File: src/rtl/alu_pipe_reg_pkg.sv
// Shared constants and helpers for the ALU result pipeline register.
package alu_pipe_reg_pkg;

    localparam int DEFAULT_WIDTH = 32;
    localparam int DEFAULT_DEPTH = 2;

    // Bits needed to count 0..depth valid stages.
    function automatic int occ_width(input int depth);
        return $clog2(depth + 1);
    endfunction

endpackage

File: src/rtl/alu_pipe_stage.sv
// One pipeline slot: data word plus valid bit, loaded from upstream when advancing.
module alu_pipe_stage
    import alu_pipe_reg_pkg::*;
#(
    parameter int WIDTH = DEFAULT_WIDTH
) (
    input  logic             clk,
    input  logic             rst_n,
    input  logic             advance,
    input  logic             flush,
    input  logic [WIDTH-1:0] up_data,
    input  logic             up_valid,
    output logic [WIDTH-1:0] data,
    output logic             valid
);

    always_ff @(posedge clk or negedge rst_n) begin
        if (!rst_n) begin
            data  <= '0;
            valid <= 1'b0;
        end else begin
            if (advance) begin
                data <= up_data;
            end
            // Flush wins over a concurrent load so nothing survives the discard.
            if (flush) begin
                valid <= 1'b0;
            end else if (advance) begin
                valid <= up_valid;
            end
        end
    end

endmodule

File: src/rtl/alu_pipe_reg.sv
// Elastic DEPTH-stage register pipe for ALU results with bubble collapsing and flush.
module alu_pipe_reg
    import alu_pipe_reg_pkg::*;
#(
    parameter int WIDTH = DEFAULT_WIDTH,
    parameter int DEPTH = DEFAULT_DEPTH
) (
    input  logic                         clk,
    input  logic                         rst_n,
    input  logic [WIDTH-1:0]             in_data,
    input  logic                         in_valid,
    output logic                         in_ready,
    input  logic                         flush,
    output logic [WIDTH-1:0]             out_data,
    output logic                         out_valid,
    input  logic                         out_ready,
    output logic [occ_width(DEPTH)-1:0]  occupancy
);

    localparam int OW = occ_width(DEPTH);

    logic [WIDTH-1:0] stage_data [DEPTH];
    logic [DEPTH-1:0] stage_valid;
    logic [DEPTH-1:0] advance;
    logic             in_xfer;
    logic             out_xfer;

    // A stage may move when it is empty or everything downstream of it moves.
    always_comb begin
        advance          = '0;
        advance[DEPTH-1] = !stage_valid[DEPTH-1] || out_ready;
        for (int k = DEPTH - 2; k >= 0; k--) begin
            advance[k] = !stage_valid[k] || advance[k+1];
        end
    end

    assign in_ready  = rst_n && advance[0] && !flush;
    assign in_xfer   = in_valid && in_ready;
    assign out_data  = stage_data[DEPTH-1];
    assign out_valid = stage_valid[DEPTH-1];
    assign out_xfer  = out_valid && out_ready;

    for (genvar k = 0; k < DEPTH; k++) begin : g_stage
        logic [WIDTH-1:0] up_data;
        logic             up_valid;

        if (k == 0) begin : g_head
            assign up_data  = in_data;
            assign up_valid = in_xfer;
        end else begin : g_body
            assign up_data  = stage_data[k-1];
            assign up_valid = stage_valid[k-1];
        end

        alu_pipe_stage #(
            .WIDTH(WIDTH)
        ) u_stage (
            .clk     (clk),
            .rst_n   (rst_n),
            .advance (advance[k]),
            .flush   (flush),
            .up_data (up_data),
            .up_valid(up_valid),
            .data    (stage_data[k]),
            .valid   (stage_valid[k])
        );
    end

    // Occupancy tracks the valid bits by counting transfers at both ends.
    always_ff @(posedge clk or negedge rst_n) begin
        if (!rst_n) begin
            occupancy <= '0;
        end else if (flush) begin
            occupancy <= '0;
        end else begin
            occupancy <= occupancy + OW'(in_xfer) - OW'(out_xfer);
        end
    end

endmodule

File: config.mk
export PLATFORM = sky130hd
export DESIGN_NAME = alu_pipe_reg
export DESIGN_NICKNAME = d
export VERILOG_FILES = /design/src/rtl/alu_pipe_reg_pkg.sv /design/src/rtl/alu_pipe_stage.sv /design/src/rtl/alu_pipe_reg.sv
export SDC_FILE = /design/constraint.sdc
export NUM_CORES = 1
export LEC_CHECK = 0
export CAP_MARGIN = 20
export CORE_UTILIZATION = 35
export CTS_CLUSTER_SIZE = 12
export DETAILED_ROUTE_END_ITERATION = 12
export RECOVER_POWER = 25
export SLEW_MARGIN = 20
export SYNTH_ARGS = -nofsm -noshare
export SYNTH_HDL_FRONTEND = slang
export SYNTH_SLANG_ARGS = --single-unit
export TNS_END_PERCENT = 20
File: constraint.sdc
create_clock -name clk -period 5 [get_ports clk]
set_input_delay 1 -clock clk [delete_from_list [all_inputs] [get_ports clk]]
set_output_delay 1 -clock clk [all_outputs]
set_load 0.02 [all_outputs]
* Word level (Yosys, flattened, before mapping) *
Index checks and enable logic that the tools add are counted.

cells by class
  reduce and logical (&&, ||, !) cells = 11
  multiplexer cells = 5
  $add $sub $neg = 2

operators by type and width
  cell                       number
  logical AND 1 bit          4
  two-way mux 1 bit          4
  nonzero test 2 bit         2
  zero test 1 bit            3
  adder 2 x 1 -> 2 bit       1
  logical OR 1 bit           2
  two-way mux 2 bit          1
  subtractor 2 x 1 -> 2 bit  1

word-level totals
  flip-flop bits (word level) = 68
  word-level logic and storage cells = 23
  bits of input ports = 37

* Longest topological paths before layout *
Gate-level depths: netlist of the first run.

  word-level depth = 9
  depth in mapped cells = 8
  gate-level depth less buffers = 7

* Cells and area by module *
Synthesis of the first run repeated with hierarchy kept, for this count alone.

second synthesis, totals
  cells, all modules = 156
  area total of the unflattened synthesis = 2919.0 um^2

by module, submodules not included
  module          cells each  area an instance (um^2)  sequential area each (um^2)  instances
  alu_pipe_stage  71          1380.1                   825.8                        2
  alu_pipe_reg    14          158.9                    50.0                         1

* Worst setup path before layout of the first run *
OpenSTA, ideal clock, no wires.

  path kind = input to output
  start point = in out_ready
  end point = out in_ready
  path slack = 2391 ps
  arrival time = 1609 ps
  stages = 3
  path buffers = 1
  cells stage by stage = nand3b_4 clkbuf_8 and3b_1

between the ends
  longest elaborated chain between the ends = 4

RTL lines
  element                          RTL line            text
  start: declaration               alu_pipe_reg.sv:16  input logic out_ready,
  logical OR 1 bit                 alu_pipe_reg.sv:31  advance[DEPTH-1] = !stage_valid[DEPTH-1] || out_ready;
  logical OR 1 bit                 alu_pipe_reg.sv:33  advance[k] = !stage_valid[k] || advance[k+1];
  logical AND 1 bit (2 in series)  alu_pipe_reg.sv:37  assign in_ready = rst_n && advance[0] && !flush;
  end: declaration                 alu_pipe_reg.sv:12  output logic in_ready,

No other way between the ends.

* Final worst setup path of the first run *
Ends and elaborated chain as after synthesis.

==> impl_metrics.prom, run 1 <==
# TYPE chip_impl_metric gauge
chip_impl_info{name="run_status",value="finished, violations left"} 1
chip_impl_info{name="failed_checks",value="capacitance limit, slew limit"} 1
chip_impl_metric{name="vias_in_the_first_global_route",unit=""} 1519
chip_impl_info{name="cts_root_buf",value="clkbuf_8"} 1
chip_impl_metric{name="postLayoutCellArea",unit="mm2"} 0.00371
chip_impl_metric{name="synth.avg_cell_area",unit="um2"} 18.1
chip_impl_metric{name="post_cts_buffers",unit=""} 0
chip_impl_metric{name="place.detailed.instances",unit=""} 324
chip_impl_metric{name="syn_to_final_growth",unit="%"} 33.6
chip_impl_metric{name="syn_warnings",unit=""} 0
chip_impl_info{name="netlist_top_cells_area",value="dfrtp_1 (61%), mux2_4 (17%), mux2_2 (13%), buf_12 (2.2%), clkbuf_8 (1.5%)"} 1
chip_impl_info{name="ys_top_cells_by_count",value="dfrtp_1 (68), mux2_2 (33), mux2_4 (31)"} 1
chip_impl_metric{name="maxClockFrequency",unit="GHz"} 0.296
chip_impl_info{name="rsz0062_at_grt",value="no"} 1
chip_impl_metric{name="synth_fp_nets",unit=""} 193
chip_impl_info{name="yosys_most_used_dff",value="dfrtp_1"} 1
chip_impl_metric{name="dieWidth",unit="um"} 91.1
chip_impl_metric{name="drt-vias-per-instance",unit=""} 4.45
chip_impl_info{name="grt.busiest_layer",value="met2"} 1
chip_impl_metric{name="cts_max_level",unit=""} 3
chip_impl_info{name="synthDominantAreaCellType",value="dfrtp_1"} 1
chip_impl_metric{name="final_cells",unit=""} 340
chip_impl_metric{name="drc",unit=""} 0
chip_impl_info{name="hold_path_end",value="g_stage[1].u_stage.data[31]$_DFFE_PN0P_"} 1
chip_impl_metric{name="gr-usage-met2",unit="%"} 18.4
chip_impl_metric{name="ys_async_sr_fraction",unit="%"} 100
chip_impl_info{name="cell_with_the_biggest_individual_delay_on_the_critical_path",value="clkdlybuf4s50_1"} 1
chip_impl_metric{name="post_placement_worst_setup_slack",unit="ns"} 1.63
chip_impl_info{name="cells_along_the_critical_path",value="clkdlybuf4s50_1 > nand3b_4 > and3b_1 > clkdlybuf4s50_1"} 1
chip_impl_metric{name="place.gp.congestion",unit=""} 0.746
chip_impl_info{name="synth_most_common_cell",value="dfrtp_1"} 1
chip_impl_metric{name="drive_above_1_share",unit="%"} 34.9
chip_impl_metric{name="p_leak",unit="nW"} 1.71
chip_impl_metric{name="grt_first_pass_wirelength",unit="mm"} 8.24
chip_impl_metric{name="die_h",unit="um"} 91.1
chip_impl_metric{name="synth_top_cell_area_share",unit="%"} 61.2
chip_impl_metric{name="number_of_nets_still_failing_antenna_checks_after_routing",unit=""} 0
chip_impl_info{name="critical_path.top_delay_family",value="buffers and inverters"} 1
chip_impl_metric{name="power_per_cell_area",unit="mW/mm2"} 314
chip_impl_metric{name="finish.net_count",unit=""} 272
chip_impl_metric{name="worst_ep_required_time",unit="ns"} 4.00
chip_impl_info{name="min-delay-start",value="g_stage[0].u_stage.data[31]$_DFFE_PN0P_"} 1
chip_impl_metric{name="die_area",unit="mm2"} 0.00831
chip_impl_metric{name="fin_crit_sh",unit="%"} 67.6
chip_impl_metric{name="maximum_number_of_pins_on_one_net_before_global_route_repair",unit=""} 71
chip_impl_metric{name="groute.layer.met1.usage",unit="%"} 17.8
chip_impl_metric{name="ys_ff_latch",unit=""} 68
chip_impl_metric{name="synth_enable_flop_cells",unit=""} 0
chip_impl_metric{name="cts-buffers-inserted",unit=""} 9
chip_impl_info{name="rr_startpoint",value="g_stage[1].u_stage.valid$_DFFE_PN0P_"} 1
chip_impl_metric{name="maximum_single_stage_delay_on_the_critical_path",unit="ns"} 0.60
chip_impl_info{name="timing.critical_path.to_type",value="output pin"} 1
chip_impl_metric{name="ff2ff_path_depth",unit=""} 8
chip_impl_metric{name="design_power_total",unit="mW"} 1.17
chip_impl_metric{name="peakVddDrop",unit="mV"} 0.143
chip_impl_metric{name="ctsResizeCount",unit=""} 0
chip_impl_metric{name="initial_util",unit="%"} 36.2
chip_impl_metric{name="worst-endpoint-arrival",unit="ns"} 2.38
chip_impl_metric{name="coreArea",unit="mm2"} 0.00769
chip_impl_metric{name="worstPathBufferInverterCount",unit=""} 2
chip_impl_metric{name="num_rows",unit=""} 32
chip_impl_metric{name="num_io_pins",unit=""} 73
chip_impl_metric{name="min_tclk_post_route",unit="ns"} 3.38
chip_impl_metric{name="initial_drt_markers",unit=""} 66
chip_impl_metric{name="first_pass_iters",unit=""} 4
chip_impl_metric{name="final.setup_skew",unit="ns"} 0.00385
chip_impl_info{name="tritoncts",value="built"} 1
chip_impl_metric{name="place.port_buffers",unit=""} 72
chip_impl_metric{name="average_detailed_routed_wire_length_per_instance",unit="um"} 14.9
chip_impl_info{name="critical_path.reg2reg.endpoint",value="occupancy[1]$_DFF_PN0_"} 1
chip_impl_metric{name="path_max_fanout",unit=""} 3
chip_impl_metric{name="r2r_setup_slack",unit="ns"} 2.99
chip_impl_info{name="worst_setup_path_start_kind",value="primary input"} 1
chip_impl_metric{name="final_util",unit="%"} 48.3
chip_impl_metric{name="number_of_filler_cells_placed_in_the_layout",unit=""} 686
chip_impl_metric{name="part_of_the_yosys_area_used_for_sequential_elements",unit="%"} 61.2
chip_impl_info{name="worst_hold_path_type",value="reg2reg"} 1
chip_impl_metric{name="timing.final.ws_setup",unit="ns"} 1.62
chip_impl_metric{name="drv_slew",unit=""} 71
chip_impl_metric{name="maxCapViolCount",unit=""} 1
chip_impl_metric{name="initial_antenna_violation_count",unit=""} 0
chip_impl_metric{name="finalHoldWorstSlack",unit="ns"} 0.500
chip_impl_metric{name="hold_buffers",unit=""} 0
chip_impl_metric{name="synth_area",unit="mm2"} 0.00278
chip_impl_metric{name="worst_setup_hold_path_clk_slew",unit="ns"} 0.07
chip_impl_metric{name="timing_hold_violations_final",unit=""} 0
chip_impl_metric{name="grtUsageMet3",unit="%"} 5.53
chip_impl_metric{name="worstMarginPinSlew",unit="ns"} 1.67
chip_impl_metric{name="postPlaceCellArea",unit="mm2"} 0.00354
chip_impl_info{name="path_common_cell",value="clkdlybuf4s50_1"} 1
chip_impl_info{name="path_class",value="in2out"} 1
chip_impl_metric{name="maxSlewHeadroom",unit="%"} -11.5
chip_impl_metric{name="clk-insertion-delay-late",unit="ns"} 0.33
chip_impl_metric{name="setup-tns-final",unit="ns"} 0
chip_impl_metric{name="post_synth_inst_count",unit=""} 154
chip_impl_metric{name="wirelength",unit="mm"} 5.05
chip_impl_metric{name="vias_after_detailed_routing",unit=""} 1512
chip_impl_metric{name="final-setup-viol-count",unit=""} 0
chip_impl_metric{name="place_hpwl",unit="mm"} 3.23
chip_impl_metric{name="gr-total-overflow",unit=""} 0
chip_impl_metric{name="whs_path_depth",unit=""} 1
chip_impl_metric{name="globalRouteTotalUtil",unit="%"} 13.2
chip_impl_metric{name="n_antenna_cell",unit=""} 0
chip_impl_metric{name="clock_tree.buffer_depth",unit=""} 2
chip_impl_metric{name="synthDistinctLibCells",unit=""} 18
chip_impl_metric{name="cts_num_sinks",unit=""} 68
power breakdown:
part,internal [mW],switching (mW),total (mW)
clock network,0.221,0.191,0.412
registers,0.583,0.0185,0.602
logic,0.0939,0.0604,0.154
total,0.898,0.269,1.17
registers in the layout (all words and copies together), names as in the netlist:
signal                 count
g_stage.u_stage.data      64
g_stage.u_stage.valid      2
occupancy                  2
routing by layer:
| layer | part of all wire (%) | wire length (um) |
|---|---|---|
| met1 | 46 | 2340 |
| met2 | 46 | 2320 |
| met3 | 6.0 | 304 |
| met4 | 1.7 | 87 |
| met5 | 0 | 0 |
worst max-delay path by stage:
stage               startpoint                endpoint  slack [ns]  cells past startpoint
global route             rst_n  occupancy[1]$_DFF_PN0_        1.43                      8
finish               out_ready                in_ready        1.62                      4
detailed placement   out_ready                in_ready        1.63                      4
floorplan            out_ready                in_ready        2.39                      3
CTS                  out_ready                in_ready        1.62                      4
global placement     out_ready                in_ready        1.65                      4
layout by cell type (no fill, tap or decap), types with 2 or more instances in the layout:
cell type,synthesis,routed
a21oi_1,2,2
clkbuf_8,3,12
clkdlybuf4s50_1,0,71
buf_4,0,2
clkbuf_1,0,4
inv_1,2,2
ha_1,2,2
mux2_4,31,31
mux2_2,33,33
dfrtp_1,68,68
cell families after synthesis:
group | share of synthesized area (%)
mux | 30.1
compound gates | 0.360
buf+inv | 4.32
flops | 61.2
fa+ha+maj | 0.900
xor+xnor | 0.810
simple gates | 2.34
worst reg2reg max path, cell delays in order (launching register included):
cell,delay (ns)
dfrtp_1,0.44
nand3b_4,0.10
buf_4,0.41
nand4b_1,0.16
ha_1,0.35
inv_1,0.04
ha_1,0.17
xnor3_1,0.19
nor2_1,0.04
cell type report:
type | instances | area [um2] | share of cell area [%]
flip-flops and latches | 68 | 1700 | 45.8
multi-input cells | 77 | 962 | 25.9
repair buffers | 75 | 734 | 19.8
clock buffers | 15 | 176 | 4.75
well taps | 102 | 128 | 3.44
inverters | 2 | 7.51 | 0.202
clock inverters | 1 | 5.00 | 0.135
No activity file was read; power rests on OpenSTA's default activity.
==> inputs of run 2 (changes only) <==
clock period = 3.4 ns   (was 5 ns; I/O delays follow)
==> run 2 against run 1 <==
- the flow still finishes with violations (capacitance limit, slew limit)
- sequential cell count stayed put
- non-clock buffer count did not move
- worst hold slack improved by 0.00059 ns
- sequential power grew 47%
- routed wire length fell by 0.79%
- cell count did not move
- global-route usage grew 0.42 points
- via count down 0.60%
- critical path type unchanged
- largest cell class unchanged
- largest power group unchanged
==> impl_metrics.prom, run 2 (synthesis results as in run 1) <==
# TYPE chip_impl_metric gauge
chip_impl_metric{name="worst-endpoint-arrival",unit="ns"} 2.04
chip_impl_metric{name="first_pass_iters",unit=""} 4
chip_impl_info{name="rsz0062_at_grt",value="no"} 1
chip_impl_metric{name="wl_met1",unit="mm"} 2.27
chip_impl_metric{name="r2r_setup_slack",unit="ns"} 1.42
chip_impl_metric{name="peakVddDrop",unit="mV"} 0.223
chip_impl_metric{name="wirelength",unit="mm"} 5.01
chip_impl_metric{name="vias_in_the_first_global_route",unit=""} 1606
chip_impl_metric{name="comb_power_share",unit="%"} 11.6
chip_impl_metric{name="clk-insertion-delay-late",unit="ns"} 0.34
chip_impl_metric{name="whs_path_depth",unit=""} 1
chip_impl_metric{name="cts_num_sinks",unit=""} 68
chip_impl_metric{name="dieWidth",unit="um"} 91.1
chip_impl_metric{name="maxClockFrequency",unit="GHz"} 0.367
chip_impl_metric{name="die_h",unit="um"} 91.1
chip_impl_metric{name="path_max_fanout",unit=""} 3
chip_impl_metric{name="gr-total-overflow",unit=""} 0
chip_impl_info{name="top_library_cells_by_usage_in_the_layout_fill_and_taps_aside",value="clkdlybuf4s50_1 (71), dfrtp_1 (68), mux2_2 (33)"} 1
chip_impl_info{name="largestRegisters",value="g_stage.u_stage.data x64, g_stage.u_stage.valid x2, occupancy x2"} 1
chip_impl_info{name="worst_hold_path_type",value="reg2reg"} 1
chip_impl_metric{name="final-setup-viol-count",unit=""} 0
chip_impl_metric{name="finish.net_count",unit=""} 272
chip_impl_metric{name="netSwitchingFraction",unit="%"} 20.5
chip_impl_metric{name="power_per_cell_area",unit="mW/mm2"} 516
chip_impl_metric{name="met2_wirelength",unit="mm"} 2.32
chip_impl_metric{name="place.gp.congestion",unit=""} 0.737
chip_impl_metric{name="power.sequential.fraction",unit="%"} 44.9
chip_impl_metric{name="syn_to_final_growth",unit="%"} 37.2
chip_impl_metric{name="n_antenna_cell",unit=""} 0
chip_impl_metric{name="cell_internal_pwr",unit="mW"} 1.56
chip_impl_metric{name="maxCapViolCount",unit=""} 1
chip_impl_info{name="most_common_library_cell_in_the_layout_ignoring_fill_and_taps",value="clkdlybuf4s50_1"} 1
chip_impl_metric{name="routed-wl-met3",unit="um"} 359
chip_impl_info{name="hold_path_end",value="g_stage[1].u_stage.data[28]$_DFFE_PN0P_"} 1
chip_impl_metric{name="final.setup_skew",unit="ns"} 0.00679
chip_impl_metric{name="min_tclk_post_route",unit="ns"} 2.72
chip_impl_metric{name="setup-tns-final",unit="ns"} 0
chip_impl_info{name="timing.critical_path.to_type",value="output pin"} 1
chip_impl_metric{name="drt-vias-per-instance",unit=""} 4.42
chip_impl_metric{name="place.port_buffers",unit=""} 72
chip_impl_metric{name="initial_util",unit="%"} 36.2
chip_impl_metric{name="number_of_nets_still_failing_antenna_checks_after_routing",unit=""} 0
chip_impl_metric{name="clock_tree.buffer_depth",unit=""} 2
chip_impl_metric{name="num_io_pins",unit=""} 73
chip_impl_metric{name="timing_hold_violations_final",unit=""} 0
chip_impl_metric{name="coreArea",unit="mm2"} 0.00769
chip_impl_metric{name="final_util",unit="%"} 49.6
chip_impl_metric{name="worstMarginPinSlew",unit="ns"} 1.66
chip_impl_metric{name="number_of_filler_cells_placed_in_the_layout",unit=""} 694
chip_impl_metric{name="largest_reg_flops",unit=""} 64
chip_impl_info{name="path_class",value="in2out"} 1
chip_impl_metric{name="vias_after_detailed_routing",unit=""} 1503
chip_impl_info{name="worst_setup_path_start_kind",value="primary input"} 1
chip_impl_metric{name="post_placement_worst_setup_slack",unit="ns"} 0.628
chip_impl_metric{name="worst_ep_required_time",unit="ns"} 2.72
chip_impl_metric{name="drive_above_1_share",unit="%"} 36.1
chip_impl_info{name="largest_register_by_flop_count",value="g_stage.u_stage.data"} 1
chip_impl_metric{name="hold_buffers",unit=""} 0
chip_impl_metric{name="initial_antenna_violation_count",unit=""} 0
chip_impl_metric{name="average_detailed_routed_wire_length_per_instance",unit="um"} 14.7
chip_impl_metric{name="place_hpwl",unit="mm"} 3.20
chip_impl_metric{name="initial_drt_markers",unit=""} 55
chip_impl_metric{name="die_area",unit="mm2"} 0.00831
chip_impl_metric{name="maxSlewHeadroom",unit="%"} -10.6
chip_impl_info{name="rr_startpoint",value="g_stage[1].u_stage.valid$_DFFE_PN0P_"} 1
chip_impl_info{name="top_layer_used",value="met4"} 1
chip_impl_metric{name="worst_setup_hold_path_clk_slew",unit="ns"} 0.06
chip_impl_metric{name="postLayoutCellArea",unit="mm2"} 0.00381
chip_impl_metric{name="fin_crit_sh",unit="%"} 80.1
chip_impl_metric{name="cts_max_level",unit=""} 3
chip_impl_metric{name="multi_input_comb_area",unit="um2"} 962
chip_impl_metric{name="num_rows",unit=""} 32
chip_impl_metric{name="drc",unit=""} 0
chip_impl_metric{name="finalHoldWorstSlack",unit="ns"} 0.500
chip_impl_metric{name="regArea",unit="mm2"} 0.00170
chip_impl_metric{name="maximum_number_of_pins_on_one_net_before_global_route_repair",unit=""} 70
chip_impl_info{name="cts_root_buf",value="clkbuf_8"} 1
chip_impl_info{name="tritoncts",value="built"} 1
chip_impl_metric{name="post_cts_buffers",unit=""} 0
chip_impl_metric{name="drv_slew",unit=""} 70
chip_impl_info{name="failed_checks",value="capacitance limit, slew limit"} 1
chip_impl_metric{name="globalRouteTotalUtil",unit="%"} 13.7
chip_impl_metric{name="power.clock.fraction",unit="%"} 43.5
chip_impl_metric{name="cts-buffers-inserted",unit=""} 9
chip_impl_metric{name="ff2ff_path_depth",unit=""} 8
chip_impl_metric{name="power.net_switching",unit="mW"} 0.404
chip_impl_metric{name="grt_first_pass_wirelength",unit="mm"} 8.46
chip_impl_info{name="critical_path.reg2reg.endpoint",value="occupancy[1]$_DFF_PN0_"} 1
chip_impl_info{name="run_status",value="finished, violations left"} 1
chip_impl_metric{name="p_leak",unit="nW"} 1.76
chip_impl_metric{name="postPlaceCellArea",unit="mm2"} 0.00355
chip_impl_metric{name="timing.final.ws_setup",unit="ns"} 0.678
chip_impl_metric{name="ctsResizeCount",unit=""} 0
chip_impl_info{name="min-delay-start",value="g_stage[0].u_stage.data[28]$_DFFE_PN0P_"} 1
-- run 2: changes by cell type in the layout (fill, tap and decap cells not counted) --
cell | previous run | this run
clkbuf_1 | 4 | 1
bufinv_16 | 0 | 3
clkbuf_8 | 12 | 13
buf_12 | 0 | 1
clkinv_2 | 1 | 0
buf_4 | 2 | 1
-- run 2: metal layers --
layer,track usage (%),vias up
li1,-,697
met1,17.6,756
met2,19.8,43
met3,6.95,7
met4,4.76,0
met5,0,-
-- run 2: metrics by stage --
stage / power, mW / instances
floorplan: 1.00 / 154
global route: 2.06 / 340
global placement: 1.13 / 324
finish: 1.97 / 340
CTS: 2.00 / 340
detailed placement: 1.13 / 324
-- run 2: power by group through the flow --
| stage | registers [mW] | logic (mW) | clock network [mW] |
|---|---|---|---|
| 6_report | 0.884 | 0.228 | 0.856 |
| 4_1_cts | 0.885 | 0.232 | 0.884 |
| 3_3_place_gp | 0.899 | 0.230 | 0 |
| 3_5_place_dp | 0.899 | 0.232 | 0 |
| 5_1_grt | 0.890 | 0.244 | 0.925 |
| 2_1_floorplan | 0.929 | 0.0743 | 0 |
-- run 2: area by class of cell --
cell class / count / share of cell area [%]
repair buffers: 75 / 19.6
flip-flops and latches: 68 / 44.6
well taps: 102 / 3.35
clock inverters: 3 / 2.36
clock buffers: 13 / 4.69
multi-input cells: 77 / 25.2
inverters: 2 / 0.197
-- run 2: how the worst max path moves through the flow --
stage	endpoint	start	slack (ns)	depth (start not counted)
after floorplan	in_ready	out_ready	1.43	3
after global placement	occupancy[1]$_DFF_PN0_	out_ready	0.68	9
after detailed placement	occupancy[1]$_DFF_PN0_	out_ready	0.63	9
after CTS	in_ready	out_ready	0.67	4
after global routing	in_ready	out_ready	0.60	4
final	in_ready	out_ready	0.68	4
-- run 2: worst max-delay path, stage by stage --
cell and delay, ns:
clkdlybuf4s50_1 0.48, nand3b_4 0.13, and3b_1 0.15, clkdlybuf4s50_1 0.60
